### config.mk
export PLATFORM = sky130hd
export DESIGN_NAME = wb_commit_stage_flat
export DESIGN_NICKNAME = d
export VERILOG_FILES = /design/src/rtl/wb_commit_stage_if.sv /design/src/rtl/wb_commit_stage.sv /design/src/flat_wrapper.sv
export SDC_FILE = /design/constraint.sdc
export NUM_CORES = 1
export LEC_CHECK = 0
export ABC_AREA = 1
export BUFFER_PORTS_ARGS = -buffer_cell sky130_fd_sc_hd__buf_2
export CORE_AREA = 2 2 224 226
export DETAILED_ROUTE_END_ITERATION = 7
export DIE_AREA = 0 0 226 228
export GPL_ROUTABILITY_DRIVEN = 0
export PLACE_DENSITY = 0.52
export SLEW_MARGIN = 20
export SYNTH_ARGS = -nofsm -noshare
export SYNTH_HDL_FRONTEND = slang
export SYNTH_SLANG_ARGS = --single-unit
### constraint.sdc
create_clock -name clk -period 2.33 [get_ports clk]
set_input_delay 0.466 -clock clk [delete_from_list [all_inputs] [get_ports clk]]
set_output_delay 0.466 -clock clk [all_outputs]
set_load 0.01 [all_outputs]
### src/rtl/wb_commit_stage_if.sv
`default_nettype none
// ============================================================================
// Module   : wb_commit_stage_if
// Brief    : MEM -> WB handshake: valid, allowin back-pressure and the bus.
// Revision : 1.0 - initial release
// ============================================================================
interface wb_commit_stage_if;
    // The width is the sum of the bus fields (pc down to csr_re).
    localparam int c_bus_w = 188;

    logic                  ms_to_ws_valid;
    logic                  ws_allowin;
    logic [c_bus_w-1:0]    ms_to_ws_bus;

    modport master (
        output ms_to_ws_valid,
        output ms_to_ws_bus,
        input  ws_allowin
    );

    modport slave (
        input  ms_to_ws_valid,
        input  ms_to_ws_bus,
        output ws_allowin
    );
endinterface
`default_nettype wire

### src/rtl/wb_commit_stage.sv
`default_nettype none
// ============================================================================
// Module   : wb_commit_stage
// Brief    : Write-back stage: exception arbitration, ERTN, CSR/RF commit.
// Revision : 1.0 - initial release
// ============================================================================
module wb_commit_stage (
    input  wire          clk,
    input  wire          resetn,
    wb_commit_stage_if.slave ms_ws,
    input  wire          has_int,
    input  wire  [31:0]  csr_eentry_pc,
    input  wire  [31:0]  csr_eertn_pc,
    output logic [5:0]   exc,
    output logic         ertn_flush,
    output logic         csr_we,
    output logic [13:0]  csr_wr_num,
    output logic [31:0]  csr_wr_mask,
    output logic [31:0]  csr_wr_value,
    output logic [31:0]  wb_pc,
    output logic [31:0]  wb_fault_vaddr,
    output logic         ws_flush,
    output logic [31:0]  ws_flush_pc,
    output logic         rf_we,
    output logic [4:0]   rf_waddr,
    output logic [31:0]  rf_wdata,
    output logic [31:0]  debug_wb_pc,
    output logic [3:0]   debug_wb_rf_we,
    output logic [4:0]   debug_wb_rf_wnum,
    output logic [31:0]  debug_wb_rf_wdata,
    output logic [31:0]  retire_cnt
);

    localparam int c_bus_w = 188;

    localparam logic [5:0] c_exc_none = 6'b000000;
    localparam logic [5:0] c_exc_int  = 6'b100000;
    localparam logic [5:0] c_exc_adef = 6'b010000;
    localparam logic [5:0] c_exc_ale  = 6'b001000;
    localparam logic [5:0] c_exc_brk  = 6'b000100;
    localparam logic [5:0] c_exc_ine  = 6'b000010;
    localparam logic [5:0] c_exc_sys  = 6'b000001;

    logic                 r_ws_valid;
    logic [c_bus_w-1:0]   r_ws_bus;
    logic [31:0]          r_retire_cnt;

    logic                 w_ws_ready_go;
    logic                 w_ws_allowin;
    logic                 w_int_tag;
    logic [5:0]           w_exc;
    logic                 w_ex_commit;
    logic                 w_ertn_flush;
    logic                 w_ws_flush;
    logic                 w_rf_we;

    logic [31:0]          w_pc;
    logic [31:0]          w_fault_vaddr;
    logic [4:0]           w_exc5;
    logic                 w_is_ertn;
    logic                 w_bus_csr_we;
    logic [13:0]          w_csr_num;
    logic [31:0]          w_csr_wmask;
    logic [31:0]          w_csr_wvalue;
    logic                 w_bus_rf_we;
    logic [4:0]           w_rf_waddr;
    logic [31:0]          w_rf_wdata;
    logic                 w_unused_csr_re;

    assign w_pc            = r_ws_bus[187:156];
    assign w_fault_vaddr   = r_ws_bus[155:124];
    assign w_exc5          = r_ws_bus[123:119];
    assign w_is_ertn       = r_ws_bus[118];
    assign w_bus_csr_we    = r_ws_bus[117];
    assign w_csr_num       = r_ws_bus[116:103];
    assign w_csr_wmask     = r_ws_bus[102:71];
    assign w_csr_wvalue    = r_ws_bus[70:39];
    assign w_bus_rf_we     = r_ws_bus[38];
    assign w_rf_waddr      = r_ws_bus[37:33];
    assign w_rf_wdata      = r_ws_bus[32:1];
    // csr_re only matters to earlier stages; WB carries it through untouched.
    assign w_unused_csr_re = &{1'b0, r_ws_bus[0]};

    assign w_ws_ready_go = 1'b1;
    assign w_ws_allowin  = (~r_ws_valid | w_ws_ready_go) & ~w_ws_flush;
    assign w_int_tag     = r_ws_valid & has_int;

    // Priority: INT, ADEF, INE, SYS, BRK, ALE (exc5 = {ADEF,ALE,BRK,INE,SYS}).
    always_comb begin
        w_exc = c_exc_none;
        if (r_ws_valid) begin
            if (w_int_tag)      w_exc = c_exc_int;
            else if (w_exc5[4]) w_exc = c_exc_adef;
            else if (w_exc5[1]) w_exc = c_exc_ine;
            else if (w_exc5[0]) w_exc = c_exc_sys;
            else if (w_exc5[2]) w_exc = c_exc_brk;
            else if (w_exc5[3]) w_exc = c_exc_ale;
        end
    end

    assign w_ex_commit  = r_ws_valid & (|w_exc);
    assign w_ertn_flush = r_ws_valid & w_is_ertn & ~w_ex_commit;
    assign w_ws_flush   = w_ex_commit | w_ertn_flush;
    assign w_rf_we      = r_ws_valid & w_bus_rf_we & ~w_ex_commit & (w_rf_waddr != 5'd0);

    always_ff @(posedge clk or negedge resetn) begin
        if (!resetn) begin
            r_ws_valid <= 1'b0;
        end else if (w_ws_flush) begin
            // The instruction offered behind a flushing one is younger: drop it.
            r_ws_valid <= 1'b0;
        end else if (w_ws_allowin) begin
            r_ws_valid <= ms_ws.ms_to_ws_valid;
        end
    end

    always_ff @(posedge clk or negedge resetn) begin
        if (!resetn) begin
            r_ws_bus <= '0;
        end else if (w_ws_allowin && ms_ws.ms_to_ws_valid) begin
            r_ws_bus <= ms_ws.ms_to_ws_bus;
        end
    end

    always_ff @(posedge clk or negedge resetn) begin
        if (!resetn) begin
            r_retire_cnt <= 32'd0;
        end else if (r_ws_valid && !w_ex_commit) begin
            r_retire_cnt <= r_retire_cnt + 32'd1;
        end
    end

    assign ms_ws.ws_allowin = w_ws_allowin;

    assign exc            = w_exc;
    assign ertn_flush     = w_ertn_flush;
    assign ws_flush       = w_ws_flush;
    assign ws_flush_pc    = w_ex_commit  ? csr_eentry_pc :
                            w_ertn_flush ? csr_eertn_pc  : 32'd0;

    assign csr_we         = r_ws_valid & w_bus_csr_we & ~w_ex_commit;
    assign csr_wr_num     = w_csr_num;
    assign csr_wr_mask    = w_csr_wmask;
    assign csr_wr_value   = w_csr_wvalue;

    assign rf_we          = w_rf_we;
    assign rf_waddr       = w_rf_waddr;
    assign rf_wdata       = w_rf_wdata;

    assign wb_pc          = w_pc;
    assign wb_fault_vaddr = w_fault_vaddr;

    assign debug_wb_pc       = w_pc;
    assign debug_wb_rf_we    = {4{w_rf_we}};
    assign debug_wb_rf_wnum  = w_rf_waddr;
    assign debug_wb_rf_wdata = w_rf_wdata;

    assign retire_cnt     = r_retire_cnt;

endmodule
`default_nettype wire

### src/flat_wrapper.sv
// flat-port wrapper written by rule: the top's interface ports become plain ports
module wb_commit_stage_flat 
  (clk, resetn, has_int, csr_eentry_pc, csr_eertn_pc, exc, ertn_flush, csr_we, csr_wr_num, csr_wr_mask, csr_wr_value, wb_pc, wb_fault_vaddr, ws_flush, ws_flush_pc, rf_we, rf_waddr, rf_wdata, debug_wb_pc, debug_wb_rf_we, debug_wb_rf_wnum, debug_wb_rf_wdata, retire_cnt, ms_ws_ms_to_ws_valid, ms_ws_ms_to_ws_bus, ms_ws_ws_allowin);
  wb_commit_stage_if ms_ws_i ();
  input  wire clk;
  input  wire resetn;
  input  wire has_int;
  input  wire  [31:0] csr_eentry_pc;
  input  wire  [31:0] csr_eertn_pc;
  output logic [5:0] exc;
  output logic ertn_flush;
  output logic csr_we;
  output logic [13:0] csr_wr_num;
  output logic [31:0] csr_wr_mask;
  output logic [31:0] csr_wr_value;
  output logic [31:0] wb_pc;
  output logic [31:0] wb_fault_vaddr;
  output logic ws_flush;
  output logic [31:0] ws_flush_pc;
  output logic rf_we;
  output logic [4:0] rf_waddr;
  output logic [31:0] rf_wdata;
  output logic [31:0] debug_wb_pc;
  output logic [3:0] debug_wb_rf_we;
  output logic [4:0] debug_wb_rf_wnum;
  output logic [31:0] debug_wb_rf_wdata;
  output logic [31:0] retire_cnt;
  input wire logic [$bits(ms_ws_i.ms_to_ws_valid)-1:0] ms_ws_ms_to_ws_valid;
  input wire logic [$bits(ms_ws_i.ms_to_ws_bus)-1:0] ms_ws_ms_to_ws_bus;
  output wire logic [$bits(ms_ws_i.ws_allowin)-1:0] ms_ws_ws_allowin;
  assign ms_ws_i.ms_to_ws_valid = ms_ws_ms_to_ws_valid;
  assign ms_ws_i.ms_to_ws_bus = ms_ws_ms_to_ws_bus;
  assign ms_ws_ws_allowin = ms_ws_i.ws_allowin;
  wb_commit_stage u_core (.clk(clk), .resetn(resetn), .ms_ws(ms_ws_i), .has_int(has_int), .csr_eentry_pc(csr_eentry_pc), .csr_eertn_pc(csr_eertn_pc), .exc(exc), .ertn_flush(ertn_flush), .csr_we(csr_we), .csr_wr_num(csr_wr_num), .csr_wr_mask(csr_wr_mask), .csr_wr_value(csr_wr_value), .wb_pc(wb_pc), .wb_fault_vaddr(wb_fault_vaddr), .ws_flush(ws_flush), .ws_flush_pc(ws_flush_pc), .rf_we(rf_we), .rf_waddr(rf_waddr), .rf_wdata(rf_wdata), .debug_wb_pc(debug_wb_pc), .debug_wb_rf_we(debug_wb_rf_we), .debug_wb_rf_wnum(debug_wb_rf_wnum), .debug_wb_rf_wdata(debug_wb_rf_wdata), .retire_cnt(retire_cnt));
endmodule
==> reports/results.ini, run 1 <==
[flow_run]
cap_viol_max_count=0

[logic_synthesis]
async_flop_share=1.00
synth_top_cell_by_area=dfrtp_1
synth_nets=1790
syn_inst=1533
ys_dominant_reg_cell=dfrtp_1
synth_edf_count=0
synthTopCellsByArea=dfrtp_1, nand2_1, buf_4
yosysWarnings=0
synth-seq-area-share=0.463
ys_types=20
synth_area_um2=11900
synth.top_cell.area_share=0.463
synth_area_per_cell_um2=7.75
synthTopCellsByCount=nand2_1, buf_4, dfrtp_1
ys_seq_elements=220
yosysMostFrequentCell=nand2_1

[routing]
met3_length_mm=3.40
met2_length_mm=18.5
wirelength_mm=40.0
routed-via-count=10700
wire_per_inst_um=15.5
m1WireLength_mm=16.9
route.detailed.drc=0
post_drt_via_cell_ratio=4.17
firstDrtPassIters=5
top_layer=met5
ant_nets=0
drt_iter0_markers=613

[die]
rows=82
floorplan.initialDensity=0.241
pin_count=583
fp.dieH_um=228
core_um2=49300
die_w_um=226
die_area_um2=51500

[setup_path]
crit_arrival_ns=2.00
rrSetupSlack_ns=0.17
cp-start-kind=register
cpPeakStageDelay_ns=0.42
critPathCaptureType=primary output
path_max_fanout=8
setup.worst_path.class=reg -> out
endpoint=ws_flush_pc[16]
required_ns=1.86
rr_endpoint=u_core.r_ws_bus[35]
setup.worst_path.start=u_core.r_ws_valid
worstReg2RegStart=u_core.r_ws_valid
path_cells=nand2_1 -> nor2_2 -> nand2_2 -> nand3_4 -> nor2_4 -> buf_12 -> buf_16 -> nand2_2 -> nand2_1 -> buf_2
r2r_cells=12
slowest_stage=dfrtp_2

[grt]
grt_usage=0.147
overflow=0
antenna_found_initial=10
grt_max_degree=61
grt_pass1_wl_mm=59.7
grt_pass1_vias=10400

[timing]
relSlewSlack=0.652
period_share=1.06
fin_hold_ws_ns=0.131
max_freq_mhz=405
setup_ws_ns=-0.141
rsz0062_at_grt=yes
worst_slew_pin_slew_ns=0.522
finalHoldViolCount=0
setup-violations-final=40
skew_ns=0.0231
slew_violations=0
min_period_ns=2.47

[run_status]
status=finished, violations left
violations=setup timing

[hold_path]
holdCritPathClass=in -> reg
worstHoldPathCells=3

[clock_tree]
cts_max_level=1
clk_latency_ns=0.56
clock_sinks=220
clk_pin_slew_ns=0.06
cts_inserted_buffers=28
max-clock-path-buffers=3
root_buffer=clkbuf_16
cts_tree=done

[pwr]
leakage_nw=8.71
power_density_nw_per_um2=1290
p_sw_frac=0.414
p_int_mw=11.7
p_switching_mw=8.25
sequentialPowerShare=0.330
p_comb_frac=0.461
vdd_drop_max_mv=0.689
clock_power_share=0.209

[placement]
dp.final_hpwl_mm=28.7
place_inst=2496
numPortBuffers=581

[finish]
syn_to_final_growth_pct=29.8
nNetsFinal=2138
fin_cells=2576
drive_above_1_share=0.384

==> kinds of logic after synthesis <==
kind of cell / after synthesis / synth area share
simple gates: 924 / 0.319
flops: 220 / 0.463
xor+xnor: 16 / 0.0118
buf+inv: 363 / 0.201
fa+ha+maj: 1 / 0.00105
compound gates: 9 / 0.00379
==> power by group through the flow <==
stage                     Clock [mW]  Sequential [mW]  Combinational (mW)
after floorplan                    0             6.31                7.23
after global placement             0             6.55                8.29
after detailed placement           0             6.60                8.34
after CTS                       4.33             6.58                9.00
after global routing            4.48             6.81                10.1
final                           4.17             6.58                9.18
==> layout make-up <==
class / instances / area (um2)
antenna: 2 / 5.00
clock buffer: 35 / 768
clock inverter: 16 / 118
fill: 5331 / 33900
inverter: 38 / 145
multi-input combinational: 950 / 4140
sequential: 220 / 5510
tap: 672 / 841
timing repair buffer: 643 / 3900
==> worst min-delay path by stage <==
| stage | start | endpoint | slack [ns] |
|---|---|---|---|
| 2_1_floorplan | resetn | u_core.r_ws_bus[100] | 0.17 |
| 3_3_place_gp | u_core.r_ws_bus[56] | u_core.r_ws_bus[56] | 0.45 |
| 3_5_place_dp | u_core.r_ws_bus[60] | u_core.r_ws_bus[60] | 0.45 |
| 4_1_cts | ms_ws_ms_to_ws_bus[77] | u_core.r_ws_bus[77] | 0.09 |
| 5_1_grt | ms_ws_ms_to_ws_bus[151] | u_core.r_ws_bus[151] | 0.12 |
| 6_report | ms_ws_ms_to_ws_bus[49] | u_core.r_ws_bus[49] | 0.13 |
==> repair_timing <==
item,in CTS,in global routing
endpoints found under the setup margin,41,186
cloned,4,2
setup buffers,16,6
endpoints found under the hold margin,54,0
gates resized for setup,29,54
hold buffers,1,0
pin swaps,4,13
==> layer usage <==
| layer | up-vias | global-route usage |
|---|---|---|
| met3 | 73 | 0.0469 |
| li1 | 5234 | - |
| met5 | - | 0 |
| met4 | 14 | 0.0391 |
| met2 | 420 | 0.236 |
| met1 | 4994 | 0.189 |
==> cells in the final DEF, fill, tap and decap left out, types with 2 or more instances in the layout <==
cell type   netlist  layout
buf_16            0       3
nor2_1           62      55
buf_2            21     561
nand4_1           4       4
nand2_1         644     617
buf_4           267      28
diode_2           0       2
nand2_4           0       7
clkbuf_8          0       2
buf_12            0      19
clkbuf_1         30       4
inv_2             0       2
clkinv_2          0      11
inv_1            38      35
nor2_4            0       4
nor3_1            3       3
dfrtp_1         220     219
o21ai_0           8       8
nand3_1         203     203
buf_6             0      26
buf_8             0       2
xnor2_1           2       2
nor2_2            0       3
clkinvlp_4        0       2
clkbuf_16         0      31
nand3b_1          5       5
nand2_2           1      20
xor2_1           14      14
==> flip-flops by register name, indices dropped and copies added, names as in the netlist <==
register and count:
u_core.r_ws_bus 187, u_core.retire_cnt 32, u_core.r_ws_valid 1
==> worst max-delay path: cells and delay by family (launching register included) <==
family	cells	cell delay, ns
DFF	1	0.42
and+or+nand+nor	7	0.59
buffers and inverters	3	0.44
==> metrics by stage <==
stage / TNS, ns / total power [mW] / setup WS, ns / area (um2) / utilization
after global routing: -9.60 / 21.4 / -0.272 / 15400 / 0.312
final: -4.31 / 19.9 / -0.141 / 15400 / 0.313
after floorplan: 0 / 13.5 / 0.143 / 11900 / -
after global placement: 0 / 14.8 / 0.105 / 13900 / 0.282
after detailed placement: 0 / 14.9 / 0.0759 / 13900 / 0.282
after CTS: -7.79 / 19.9 / -0.234 / 15100 / 0.307
(Power assumes the default switching activity.)
==> run 2: changes to the inputs <==
--- a/config.mk
+++ b/config.mk
@@ -12,6 +12,7 @@
 export DIE_AREA = 0 0 226 228
 export GPL_ROUTABILITY_DRIVEN = 0
 export PLACE_DENSITY = 0.52
+export RECOVER_POWER = 100
 export SLEW_MARGIN = 20
 export SYNTH_ARGS = -nofsm -noshare
 export SYNTH_HDL_FRONTEND = slang
==> reports/results.ini, run 2 (same netlist as run 1, synthesis figures left out) <==
[hold_path]
worstHoldPathCells=3
hold_path_end=u_core.r_ws_bus[49]
holdCritPathClass=in -> reg
min_from=ms_ws_ms_to_ws_bus[49]

[setup_path]
cpPeakStageDelay_ns=0.42
r2r_cells=12
path_buf_inv=3
critPathCaptureType=primary output
crit_arrival_ns=2.00
path_max_fanout=8
worstReg2RegStart=u_core.r_ws_valid
cp_top_family=simple AND/OR/NAND/NOR gates
rrSetupSlack_ns=0.18
path_cells=nand2_1 -> nor2_2 -> nand2_2 -> nand3_4 -> nor2_4 -> buf_12 -> buf_16 -> nand2_2 -> nand2_1 -> buf_2
required_ns=1.86
rr_endpoint=u_core.r_ws_bus[35]
cp-start-kind=register
slowest_stage=dfrtp_2
setup.worst_path.class=reg -> out

[finish]
regMostFlops=u_core.r_ws_bus
nNetsFinal=2138
syn_to_final_growth_pct=26.4
drive_above_1_share=0.237
fillCellCount=5488
final_cell_mix=nand2_1, clkbuf_1, buf_2, dfrtp_1, nand3_1
largest_reg_flops=187
final_common_cell=nand2_1
fin_cells=2576
final_util=0.304

[grt]
globalRouteMet2Util=0.236
grt_usage=0.147
met3_usage=0.0469
antenna_found_initial=10
overflow=0
gr-usage-met1=0.189
grt_max_degree=61
grt_pass1_vias=10400
busiest_layer=met2
grt_pass1_wl_mm=59.7

[routing]
drt_iter0_markers=601
routed-via-count=10700
post_drt_via_cell_ratio=4.17
route.detailed.drc=0
ant_nets=0
firstDrtPassIters=5
wire_per_inst_um=15.6
wirelength_mm=40.1

[timing]
setup-violations-final=40
setup_ws_ns=-0.140
max_freq_mhz=405
relSlewSlack=-0.107
rsz0062_at_grt=yes
fin_hold_ws_ns=0.132
worst_slew_pin_slew_ns=1.66
finalHoldViolCount=0
skew_ns=0.0234
min_period_ns=2.47
slew_violations=61
period_share=1.06

[clock_tree]
root_buffer=clkbuf_16
max-clock-path-buffers=3
clock_sinks=220
clk_pin_slew_ns=0.06
clk_latency_ns=0.56
cts_tree=done
cts_max_level=1
cts_inserted_buffers=28

[die]
die_area_um2=51500
floorplan.initialDensity=0.241
die_w_um=226
pin_count=583
core_um2=49300
rows=82
fp.dieH_um=228

[pwr]
fin_total_pwr_mw=19.4
vdd_drop_max_mv=0.668
leakage_nw=7.77
power_density_nw_per_um2=1290

[placement]
numPortBuffers=581
place_inst=2496
dp.final_hpwl_mm=28.7
dp_slack_ns=0.0759

[flow_run]
cap_viol_max_count=1

[run_status]
violations=capacitance limit, slew limit, setup timing
status=finished, violations left

## run 2: cell count changes in the layout (fill, tap and decap cells not counted)
| cell | delta |
|---|---|
| clkbuf_1 | +280 |
| buf_8 | -1 |
| clkbuf_8 | +1 |
| buf_2 | -280 |
| buf_12 | -4 |
| buf_4 | -3 |
| clkbuf_2 | +3 |
| clkbuf_4 | +2 |
| buf_6 | +2 |
## run 2: metal layers
layer	vias to the layer above	share of wire
met3	68	0.085
li1	5226	-
met2	436	0.46
met4	14	0.026
met1	4996	0.42
met5	-	0.0023
## run 2: area by class of cell
class / count / area [um2] / share of cell area
clock buffers: 35 / 768 / 0.0511
repair buffers: 643 / 3490 / 0.233
multi-input cells: 950 / 4140 / 0.276
well taps: 672 / 841 / 0.0560
inverters: 38 / 145 / 0.00966
flip-flops and latches: 220 / 5510 / 0.367
clock inverters: 16 / 118 / 0.00783
diodes: 2 / 5.00 / 0.000333
## run 2: through the flow
| step | instance area [um2] | TNS [ns] |
|---|---|---|
| floorplan | 11900 | 0 |
| global placement | 13900 | 0 |
| detailed placement | 13900 | 0 |
| CTS | 15100 | -7.79 |
| global route | 15000 | -16.97 |
| finish | 15000 | -4.41 |
## run 2: worst max path at each step
stage                               startpoint           endpoint  slack [ns]  cells after the start
after global placement                 has_int    ws_flush_pc[31]        0.11                     11
after detailed placement               has_int    ws_flush_pc[31]        0.08                     11
after CTS                 u_core.r_ws_bus[120]    ws_flush_pc[21]       -0.23                     10
after global routing         u_core.r_ws_valid    ws_flush_pc[28]       -0.27                     10
final                        u_core.r_ws_valid    ws_flush_pc[28]       -0.14                     10
after floorplan                        has_int  debug_wb_rf_we[0]        0.14                      8
## run 2: where the power goes
group | leakage (nW) | total, mW | internal (mW) | switching (mW)
clock | 0.443 | 4.17 | 2.44 | 1.73
sequential | 2.75 | 6.64 | 5.44 | 1.20
combinational | 4.58 | 8.59 | 3.20 | 5.39
total | 7.77 | 19.4 | 11.1 | 8.32
## run 2: timing repair
| item | CTS | global route |
|---|---|---|
| cloned | 4 | 2 |
| hold buffers | 1 | 0 |
| buffers inserted | 16 | 6 |
| hold endpoints to repair | 54 | 0 |
| endpoints found under the setup margin | 41 | 186 |
| resized for setup | 29 | 54 |
| pin swaps | 4 | 13 |
## run 2: worst register-to-register path, stage by stage (launching register included)
cell,delay (ns)
dfrtp_2,0.42
nand2_1,0.11
nor2_2,0.06
nand2_2,0.10
nand3_4,0.10
buf_12,0.17
nor2_8,0.12
buf_12,0.13
buf_4,0.27
nand2_8,0.18
buf_12,0.23
nand2_1,0.11
nand2_1,0.05
==> run 3: changes to the inputs <==
--- a/config.mk
+++ b/config.mk
@@ -5,14 +5,13 @@
 export SDC_FILE = /design/constraint.sdc
 export NUM_CORES = 1
 export LEC_CHECK = 0
-export ABC_AREA = 1
 export BUFFER_PORTS_ARGS = -buffer_cell sky130_fd_sc_hd__buf_2
-export CORE_AREA = 2 2 224 226
+export CORE_AREA = 2 2 229 231
 export DETAILED_ROUTE_END_ITERATION = 7
-export DIE_AREA = 0 0 226 228
+export DIE_AREA = 0 0 231 233
 export GPL_ROUTABILITY_DRIVEN = 0
-export PLACE_DENSITY = 0.52
-export RECOVER_POWER = 100
+export PLACE_DENSITY = 0.48
+export RECOVER_POWER = 50
 export SLEW_MARGIN = 20
 export SYNTH_ARGS = -nofsm -noshare
 export SYNTH_HDL_FRONTEND = slang
==> reports/results.ini, run 3 <==
[run_status]
status=finished, violations left
violations=setup timing

[logic_synthesis]
synthTopCellsByCount=buf_4, dfrtp_1, mux2_1
yosysWarnings=0
async_flop_share=1.00
ys_seq_elements=220
synth_area_per_cell_um2=12.8
synth_area_um2=10900
synth_edf_count=0
synth_top_cell_by_area=dfrtp_1
syn_inst=848
ys_dominant_reg_cell=dfrtp_1
synth.top_cell.area_share=0.506
yosysMostFrequentCell=buf_4
synth-seq-area-share=0.506
ys_types=31
synth_nets=1105
synthTopCellsByArea=dfrtp_1, buf_4, mux2_1

[pwr]
p_comb_frac=0.225
p_switching_mw=3.19
power_density_nw_per_um2=784
vdd_drop_max_mv=0.459
p_int_mw=8.29
clock_power_share=0.365
sequentialPowerShare=0.410
p_sw_frac=0.278
leakage_nw=7.39

[setup_path]
path_max_fanout=32
cp-start-kind=register
cpPeakStageDelay_ns=0.40
critPathCaptureType=primary output
setup.worst_path.class=reg -> out
required_ns=1.86
crit_arrival_ns=2.28
path_cells=or3_4 -> o41a_1 -> buf_12 -> a22o_1 -> buf_2
rrSetupSlack_ns=-0.02
slowest_stage=dfrtp_1

[timing]
setup_ws_ns=-0.419
max_freq_mhz=364
fin_hold_ws_ns=0.138
rsz0062_at_grt=yes
min_period_ns=2.75
finalHoldViolCount=0
worst_slew_pin_slew_ns=1.15
setup-violations-final=51
skew_ns=0.0160
slew_violations=0
relSlewSlack=0.232
period_share=1.18

[routing]
ant_nets=0
routed-via-count=7462
wirelength_mm=33.0
route.detailed.drc=0
firstDrtPassIters=4
wire_per_inst_um=17.0
post_drt_via_cell_ratio=3.84
drt_iter0_markers=187

[clock_tree]
clk_latency_ns=0.54
clk_pin_slew_ns=0.06
clock_sinks=220
cts_inserted_buffers=26
root_buffer=clkbuf_16
max-clock-path-buffers=3
cts_max_level=1
cts_tree=done

[finish]
final_util=0.287
final_cell_mix=buf_2, dfrtp_1, mux2_4, clkbuf_1, mux2_1
syn_to_final_growth_pct=34.6
fin_cells=1944
largest_reg_flops=187
final_common_cell=buf_2
drive_above_1_share=0.605
fin_area_um2=14700
fillCellCount=5388
regMostFlops=u_core.r_ws_bus
nNetsFinal=1500

[grt]
grt_pass1_wl_mm=43.6
grt_max_degree=65
grt_pass1_vias=7356
grt_usage=0.106
overflow=0
antenna_found_initial=1

[placement]
dp_slack_ns=-0.0373
place_area_um2=13000
place_inst=1874
dp.final_hpwl_mm=24.2
numPortBuffers=581

[die]
die_area_um2=53800
floorplan.initialDensity=0.213
rows=83
core_um2=51100
fp.dieH_um=233
pin_count=583
die_w_um=231

[flow_run]
cap_viol_max_count=0

[hold_path]
holdCritPathClass=in -> reg

==> run 3: power groups by stage <==
stage | Sequential [mW] | Combinational, mW | Clock (mW)
global placement | 4.73 | 2.30 | 0
global route | 4.78 | 2.79 | 4.53
finish | 4.71 | 2.58 | 4.19
floorplan | 4.66 | 2.03 | 0
detailed placement | 4.75 | 2.31 | 0
CTS | 4.69 | 2.34 | 4.38
==> run 3: per-layer routing <==
| layer | share of wire | GRT usage | vias to the layer above | routed length, um |
|---|---|---|---|---|
| met5 | 0 | 0 | - | 0 |
| met4 | 0.023 | 0.0375 | 0 | 743 |
| met3 | 0.073 | 0.0286 | 33 | 2400 |
| met2 | 0.50 | 0.188 | 331 | 16500 |
| met1 | 0.40 | 0.122 | 3664 | 13300 |
| li1 | - | - | 3434 | - |
==> run 3: final timing paths <==
check / cells after the start / startpoint / to
worst max-delay path: 5 / u_core.r_ws_bus[122] / ws_flush_pc[1]
worst min-delay path: 2 / ms_ws_ms_to_ws_bus[102] / u_core.r_ws_bus[102]
min in group asynchronous: 2 / resetn / u_core.r_ws_bus[177]
max in group asynchronous: 3 / resetn / u_core.r_ws_bus[26]
worst min register to register: 1 / u_core.retire_cnt[31] / u_core.retire_cnt[31]
worst max register to register: 8 / u_core.r_ws_bus[120] / u_core.r_ws_bus[181]
==> run 3: through the flow <==
stage	TNS (ns)	total power, mW
finish	-14.80	11.5
global route	-29.18	12.1
CTS	-17.01	11.4
detailed placement	-0.208	7.06
global placement	-0.0336	7.03
floorplan	0	6.69
==> run 3: layout make-up <==
class,count,area (um2),area share
inverter,8,30.0,0.00205
antenna,1,2.50,0.000171
clock inverter,10,108,0.00734
tap,680,851,0.0581
sequential,220,5510,0.376
multi-input combinational,337,3520,0.240
clock buffer,38,787,0.0537
timing repair buffer,650,3850,0.263
==> run 3: critical path, delay by kind of cell, from the launching register on <==
kind                   cells  cell delay (ns)
buffers and inverters      2             0.35
and+or+nand+nor            1             0.40
DFF                        1             0.40
AOI/OAI and AO/OA          2             0.58
==> run 3: cells by family (layout without fill, tap and decap cells) <==
kind of cell,after synthesis,in the layout,share of synthesized area
flip-flops,220,220,0.506
adder cells (fa/ha/maj),1,1,0.00115
XOR/XNOR,31,31,0.0249
buffers and inverters,291,706,0.203
AO/OA/AOI/OAI,37,37,0.0297
AND/OR/NAND/NOR,83,83,0.0438
other,0,1,0
multiplexers,185,185,0.191
==> run 3: timing repair <==
| action | 4_1_cts | 5_1_grt |
|---|---|---|
| setup endpoints to repair | 41 | 76 |
| resized for setup | 22 | 121 |
| endpoints found under the hold margin | 35 | 0 |
| setup buffers | 2 | 7 |
| pin swaps | 2 | 0 |
| hold buffers | 1 | 0 |
| gates cloned | 0 | 11 |
